**src/rtl/cpu_stack.sv**
```systemverilog
// Operand stack: pop-then-push per cycle, registered top/next-of-stack reads.
// Define CPU_STACK_CHECK_EN for depth clamping and sticky over/underflow flags.
module cpu_stack #(
    parameter int DEPTH = 64
) (
    input  logic                     clk,
    input  logic                     rst_b,
    input  logic [2:0]               c__to_push_4a,
    input  logic [34:0]              st__to_push_4a,
    input  logic [10:0]              st__to_pop_4a,
    input  logic                     hold,
    input  logic                     err_clr,
    output logic [34:0]              r0_2a,
    output logic [34:0]              r1_2a,
    output logic [$clog2(DEPTH):0]   depth,
    output logic                     overflow,
    output logic                     underflow
);

    localparam int AW = $clog2(DEPTH);
    localparam int W  = AW + 1;

    logic [34:0]   mem [DEPTH];
    logic [W-1:0]  sp;
    logic [W-1:0]  sp_pop;
    logic [W-1:0]  sp_nxt;
    logic          push;
    logic          wr_en;
    logic [AW-1:0] wr_idx;
    logic [AW-1:0] rd0_idx;
    logic [AW-1:0] rd1_idx;

`ifdef CPU_STACK_CHECK_EN
    logic ovf_now;
    logic unf_now;

    always_comb begin
        push    = (c__to_push_4a != 3'd0);
        unf_now = 1'b0;
        ovf_now = 1'b0;
        sp_pop  = sp - W'(st__to_pop_4a);
        if (32'(st__to_pop_4a) > 32'(sp)) begin
            unf_now = 1'b1;
            sp_pop  = '0;
        end
        wr_en = push;
        // A push onto a full stack is dropped rather than wrapping.
        if (push && (32'(sp_pop) == 32'(DEPTH))) begin
            ovf_now = 1'b1;
            wr_en   = 1'b0;
        end
        sp_nxt = sp_pop + {{AW{1'b0}}, wr_en};
    end
`else
    logic unused_err_clr;
    assign unused_err_clr = err_clr;

    always_comb begin
        push   = (c__to_push_4a != 3'd0);
        sp_pop = sp - W'(st__to_pop_4a);
        wr_en  = push;
        sp_nxt = sp_pop + {{AW{1'b0}}, wr_en};
    end
`endif

    assign wr_idx  = sp_pop[AW-1:0];
    assign rd0_idx = AW'(sp - W'(1));
    assign rd1_idx = AW'(sp - W'(2));

    // Storage is intentionally not reset; reads are gated by depth.
    always_ff @(posedge clk) begin
        if (!hold && wr_en) begin
            mem[wr_idx] <= st__to_push_4a;
        end
    end

    always_ff @(posedge clk or negedge rst_b) begin
        if (!rst_b) begin
            sp    <= '0;
            depth <= '0;
            r0_2a <= '0;
            r1_2a <= '0;
        end else begin
            if (!hold) begin
                sp <= sp_nxt;
            end
            depth <= sp;
            r0_2a <= (sp != '0)     ? mem[rd0_idx] : 35'h0;
            r1_2a <= (sp > W'(1))   ? mem[rd1_idx] : 35'h0;
        end
    end

`ifdef CPU_STACK_CHECK_EN
    always_ff @(posedge clk or negedge rst_b) begin
        if (!rst_b) begin
            overflow  <= 1'b0;
            underflow <= 1'b0;
        end else begin
            overflow  <= (overflow  & ~err_clr) | (!hold & ovf_now);
            underflow <= (underflow & ~err_clr) | (!hold & unf_now);
        end
    end
`else
    assign overflow  = 1'b0;
    assign underflow = 1'b0;
`endif

endmodule

```
**config.mk**
```make
export PLATFORM = sky130hd
export DESIGN_NAME = cpu_stack
export DESIGN_NICKNAME = d
export VERILOG_FILES = /design/src/rtl/cpu_stack.sv
export SDC_FILE = /design/constraint.sdc
export NUM_CORES = 2
export LEC_CHECK = 0
export BUFFER_PORTS_ARGS = -buffer_cell sky130_fd_sc_hd__buf_2
export CAP_MARGIN = 20
export CORE_ASPECT_RATIO = 0.8
export CORE_MARGIN = 3
export CORE_UTILIZATION = 40
export CTS_BUF_LIST = sky130_fd_sc_hd__clkbuf_2 sky130_fd_sc_hd__clkbuf_4 sky130_fd_sc_hd__clkbuf_8
export DETAILED_ROUTE_END_ITERATION = 10
export PLACE_DENSITY = 0.52
export SLEW_MARGIN = 30
export SYNTH_ARGS = -nofsm -noshare
export SYNTH_HDL_FRONTEND = slang
export SYNTH_SLANG_ARGS = --single-unit
```
**constraint.sdc**
```tcl
create_clock -name clk -period 9.04 [get_ports clk]
set_input_delay 1.356 -clock clk [delete_from_list [all_inputs] [get_ports clk]]
set_output_delay 1.356 -clock clk [all_outputs]
set_load 0.03 [all_outputs]
```
Yosys cells after proc, flatten, opt, wreduce, memory -nomap -nowiden:

Memory sizes are Yosys's and may differ from the RTL's.
Index checks and enable logic that the tools add are counted.

* flip-flop bits (word level): 84
* memory bits (writable): 2240
* memories: 1
* word-level logic and storage cells: 18
* input bits: 53

* reduce and logical (&&, ||, !) cells: 4
* add/subtract/negate cells: 4
* mux-type cells: 4
* magnitude comparators: 1

Memories
* mem: depth 64, width 35, read ports 2, clocked after memory_dff 0, wr ports 1, line 23 `logic [34:0] mem [DEPTH];`

Operators by type and width (number)
* 35-bit two-way mux: 2
* 7-bit by 1-bit adder with 7-bit output: 1
* 7-bit by 1-bit > comparator with 1-bit output (second input constant): 1
* 7-bit nonzero test: 1
* 7-bit subtractor: 1
* 6-bit by 1-bit subtractor with 6-bit output (second input constant): 1
* 6-bit by 2-bit subtractor with 6-bit output (second input constant): 1
* 3-bit nonzero test: 1
* 1-bit two-way mux: 2
* 1-bit logical AND: 1
* 1-bit logical NOT: 1

Depth between registers and ports, before layout:

* depth after elaboration: 4
* depth in mapped cells: 16
* gate-level depth less buffers: 10

Worst setup path before layout:

OpenSTA, ideal clock, no wires.

* path kind: input port to flip-flop
* start: input st__to_pop_4a[0]
* end: memory mem[47][0], enable pin
* data required time: 8.613 ns
* library setup time: 0.427 ns
* path slack: 3.997 ns
* stages: 10
* arrival: 4.615 ns
* cell sequence: ha_1 > inv_1 > fa_1 > a211oi_1 > o21ai_0 > o21ai_1 > nor2b_1 > nand2b_1 > clkbuf_1 > nor2_1

* word-level cells in the longest chain between the ends: 1

Ends and longest elaborated chain
* start: declaration: line 10 `input logic [10:0] st__to_pop_4a,`
* 7-bit subtractor: line 60 `sp_pop = sp - W'(st__to_pop_4a);`
* end: declaration: line 23

No other way between the ends.

Worst setup path in the final report:

* start: register sp[1]
* end: register r0_2a[9]

* word-level cells in the longest chain between the ends: 3
* elaborated cells between the ends (all ways): 4
* classes of those cells: 1 x add/sub; 1 x mux; 1 x reduce/logical; 1 x memory

Ends and longest elaborated chain
* start: declaration: line 24 `logic [W-1:0] sp;`
* start signal: assignment: line 85 `sp <= sp_nxt;`
* 6-bit by 1-bit subtractor with 6-bit output: line 67 `assign rd0_idx = AW'(sp - W'(1));`
* memory read 64 x 35 bit
* 35-bit two-way mux *: line 88 `r0_2a <= (sp != '0) ? mem[rd0_idx] : 35'h0;`
* end signal: assignment: line 88
* end: declaration: line 13 `output logic [34:0] r0_2a,`

Every way passes the cells marked *; elsewhere a longest branch is shown, timed or not.
A chain may end at the register's enable or synchronous reset.

==> flow_metrics.env <==
export IMPL_globalplace_congestion=0.824
export IMPL_setup_viol=0
export IMPL_vias=63800
export IMPL_clk_pin_slew_ps=60
export IMPL_postCtsResizedCells=0
export IMPL_min_path_type="in2async"
export IMPL_layout_setup_ws_ps=3330
export IMPL_cts_hold_buffers_added=0
export IMPL_rows=168
export IMPL_io_pin_count=132
export IMPL_final_hold_viol_count=0
export IMPL_cts_tree="yes"
export IMPL_busiest_layer="met2"
export IMPL_via_per_inst=6.42
export IMPL_wl_per_cell_um=37.8
export IMPL_critical_path_startpoint_type="register"
export IMPL_track_usage_pct=27.4
export IMPL_period_minus_slack_ps=5710
export IMPL_antenna_found_initial=46
export IMPL_port_buffers=124
export IMPL_p_per_area_nw_per_um2=415
export IMPL_startpoint="sp[1]$_DFFE_PN0N_"
export IMPL_syn_area_um2=107000
export IMPL_worstPathMaxFanout=28
export IMPL_synth_main_ff_cell="edfxtp_1"
export IMPL_drv_slew=0
export IMPL_r2r_start="sp[1]$_DFFE_PN0N_"
export IMPL_yosysTopAreaCell="edfxtp_1"
export IMPL_critPathCaptureType="register"
export IMPL_drtPass1Iterations=6
export IMPL_coreArea_um2=264000
export IMPL_final_antenna_net_count=0
export IMPL_dieArea_um2=273000
export IMPL_skew_ps=61.6
export IMPL_synth_area_leaders="edfxtp_1 (63%), mux4_2 (24%), nand2_1 (3.6%)"
export IMPL_cts_buffer_depth=4
export IMPL_clk_insertion_delay_late_ps=1030
export IMPL_layout_common_cells="edfxtp_1 (2240), mux4_2 (1141), nand2_1 (1029)"
export IMPL_grt_met1_usage_pct=38.4
export IMPL_cts_buffers=384
export IMPL_finalCritPeriodShare_pct=63.2
export IMPL_slew_headroom_pct=28.0
export IMPL_drc_errors=0
export IMPL_status="completed"
export IMPL_nNetsFinal=6194
export IMPL_grt_met3_usage_pct=7.92
export IMPL_fin_tns_setup_ps=0
export IMPL_grt_pass1_vias=63000
export IMPL_async_flop_share_pct=3.61
export IMPL_root_buffer="clkbuf_8"
export IMPL_dp_slack_ps=2820
export IMPL_grt_pass1_wl_um=518000
export IMPL_ys_warn_count=0
export IMPL_max_cap_viol_count=0
export IMPL_syn_area_per_cell_um2=18.2
export IMPL_cp_arrival_ps=6510
export IMPL_ys_seq_area_share_pct=65.0
export IMPL_p_leak_uw=0.0385
export IMPL_drive_gt1_share_pct=34.1
export IMPL_area_growth_pct=12.5
export IMPL_synth_top_area_share_pct=63.0
export IMPL_die_w_um=583
export IMPL_final_common_cell="edfxtp_1"
export IMPL_drt_initial_drc_count=8363
export IMPL_grt_max_degree=143
export IMPL_wl_um=375000
export IMPL_synth_edf_count=2240
export IMPL_grt_ovfl_total=0
export IMPL_ys_ff_latch=2324
export IMPL_synth_cells=5850
export IMPL_htree_levels=5
export IMPL_vdd_drop_max_uv=544
export IMPL_clock_sinks=2324
export IMPL_worstMarginPinSlew_ps=1080
export IMPL_die_h_um=468
export IMPL_clock_fmax_ghz=0.175
export IMPL_grt_met2_usage_pct=41.1
export IMPL_rsz0062_at_grt="no"
export IMPL_cts_setup_buffers=0
export IMPL_required_ps=9840
export IMPL_initial_core_util_pct=40.5
export IMPL_crit_type="reg2reg"
export IMPL_ys_types=51
export IMPL_dp_hpwl_um=218000
export IMPL_nFillCells=22600
==> worst paths after layout <==
check	endpoint	slack (ps)	cells after the start
worst max-delay path	r0_2a[9]$_DFF_PN0_	3330	10
worst min-delay path	r1_2a[18]$_DFF_PN0_	300	1
max in group asynchronous	sp[0]$_DFFE_PN0N_	7520	2
min in group clk	depth[6]$_DFF_PN0_	560	0
worst min register to register	depth[6]$_DFF_PN0_	560	0
worst max register to register	r0_2a[9]$_DFF_PN0_	3330	10
==> cell type report <==
| type | count | area, µm² | share of cell area [%] |
|---|---|---|---|
| diodes | 24 | 60.1 | 0.0500 |
| well taps | 3485 | 4360 | 3.63 |
| inverters | 14 | 53.8 | 0.0448 |
| flip-flops and latches | 2324 | 69400 | 57.8 |
| clock inverters | 140 | 800 | 0.666 |
| clock buffers | 541 | 6620 | 5.51 |
| repair buffers | 334 | 2990 | 2.49 |
| multi-input cells | 3070 | 35800 | 29.8 |
==> through the flow <==
| stage | power [µW] | instance area, µm² | hold WS, ps | cells | utilization (%) |
|---|---|---|---|---|---|
| 2_1_floorplan | 30000 | 107000 | 373 | 5851 | - |
| 3_3_place_gp | 40600 | 112000 | 570 | 9200 | 42.4 |
| 3_5_place_dp | 40700 | 112000 | 574 | 9220 | 42.6 |
| 4_1_cts | 49900 | 120000 | 229 | 9901 | 45.4 |
| 5_1_grt | 51900 | 120000 | 256 | 9920 | 45.5 |
| 6_report | 49800 | 120000 | 302 | 9932 | 45.5 |
==> worst max-delay path, cell delays in order (launching register included) <==
cell,delay [ps]
dfrtp_4,600
clkinv_2,600
ha_4,1020
buf_4,520
buf_4,490
buf_4,600
mux4_2,590
nand2_1,90
nand3_1,90
a32oi_1,510
o221ai_1,300
==> synth_stat cells (16+ instances only) <==
library cell / count
a32oi_1: 34
buf_1: 25
buf_2: 160
nor2_1: 84
nand2_1: 1032
edfxtp_1: 2240
nand3_1: 211
mux4_2: 1141
and3_1: 55
o221ai_1: 39
dfrtp_1: 84
nand4_1: 27
o22ai_1: 22
clkbuf_1: 181
a31oi_1: 66
o21ai_1: 35
buf_4: 62
o21ai_0: 20
o2111ai_1: 16
a21oi_1: 153
mux2i_1: 40
==> report_power, final <==
part	leakage (µW)	switching [µW]	total, µW	internal, µW
logic	0.0134	17700	27500	9860
clock network	0.00393	4370	9220	4850
registers	0.0212	393	13100	12700
total	0.0385	22400	49800	27400
==> per-layer routing <==
metal,vias to the layer above,routed length (µm),part of all wire [%]
met5,-,200,0.053
met1,34500,150000,40
met4,32,14100,3.8
met2,3724,169000,45
met3,650,42900,11
li1,24800,-,-
==> sequential cells by signal, summed over array words and instances, names as in the netlist <==
register and flops:
mem 2240, r0_2a 35, r1_2a 35, depth 7, sp 7
==> logic make-up after synthesis <==
logic type / Yosys count / synth area share [%]
buffers and inverters: 457 / 2.12
muxes: 1185 / 24.5
xor gates and xnor gates: 20 / 0.185
and+or+nand+nor: 1449 / 5.63
other: 1 / 0.00351
adders and majority gates: 13 / 0.159
DFF: 2324 / 65.0
AOI/OAI and AO/OA: 401 / 2.35
Power figures use the tool's default switching activity.
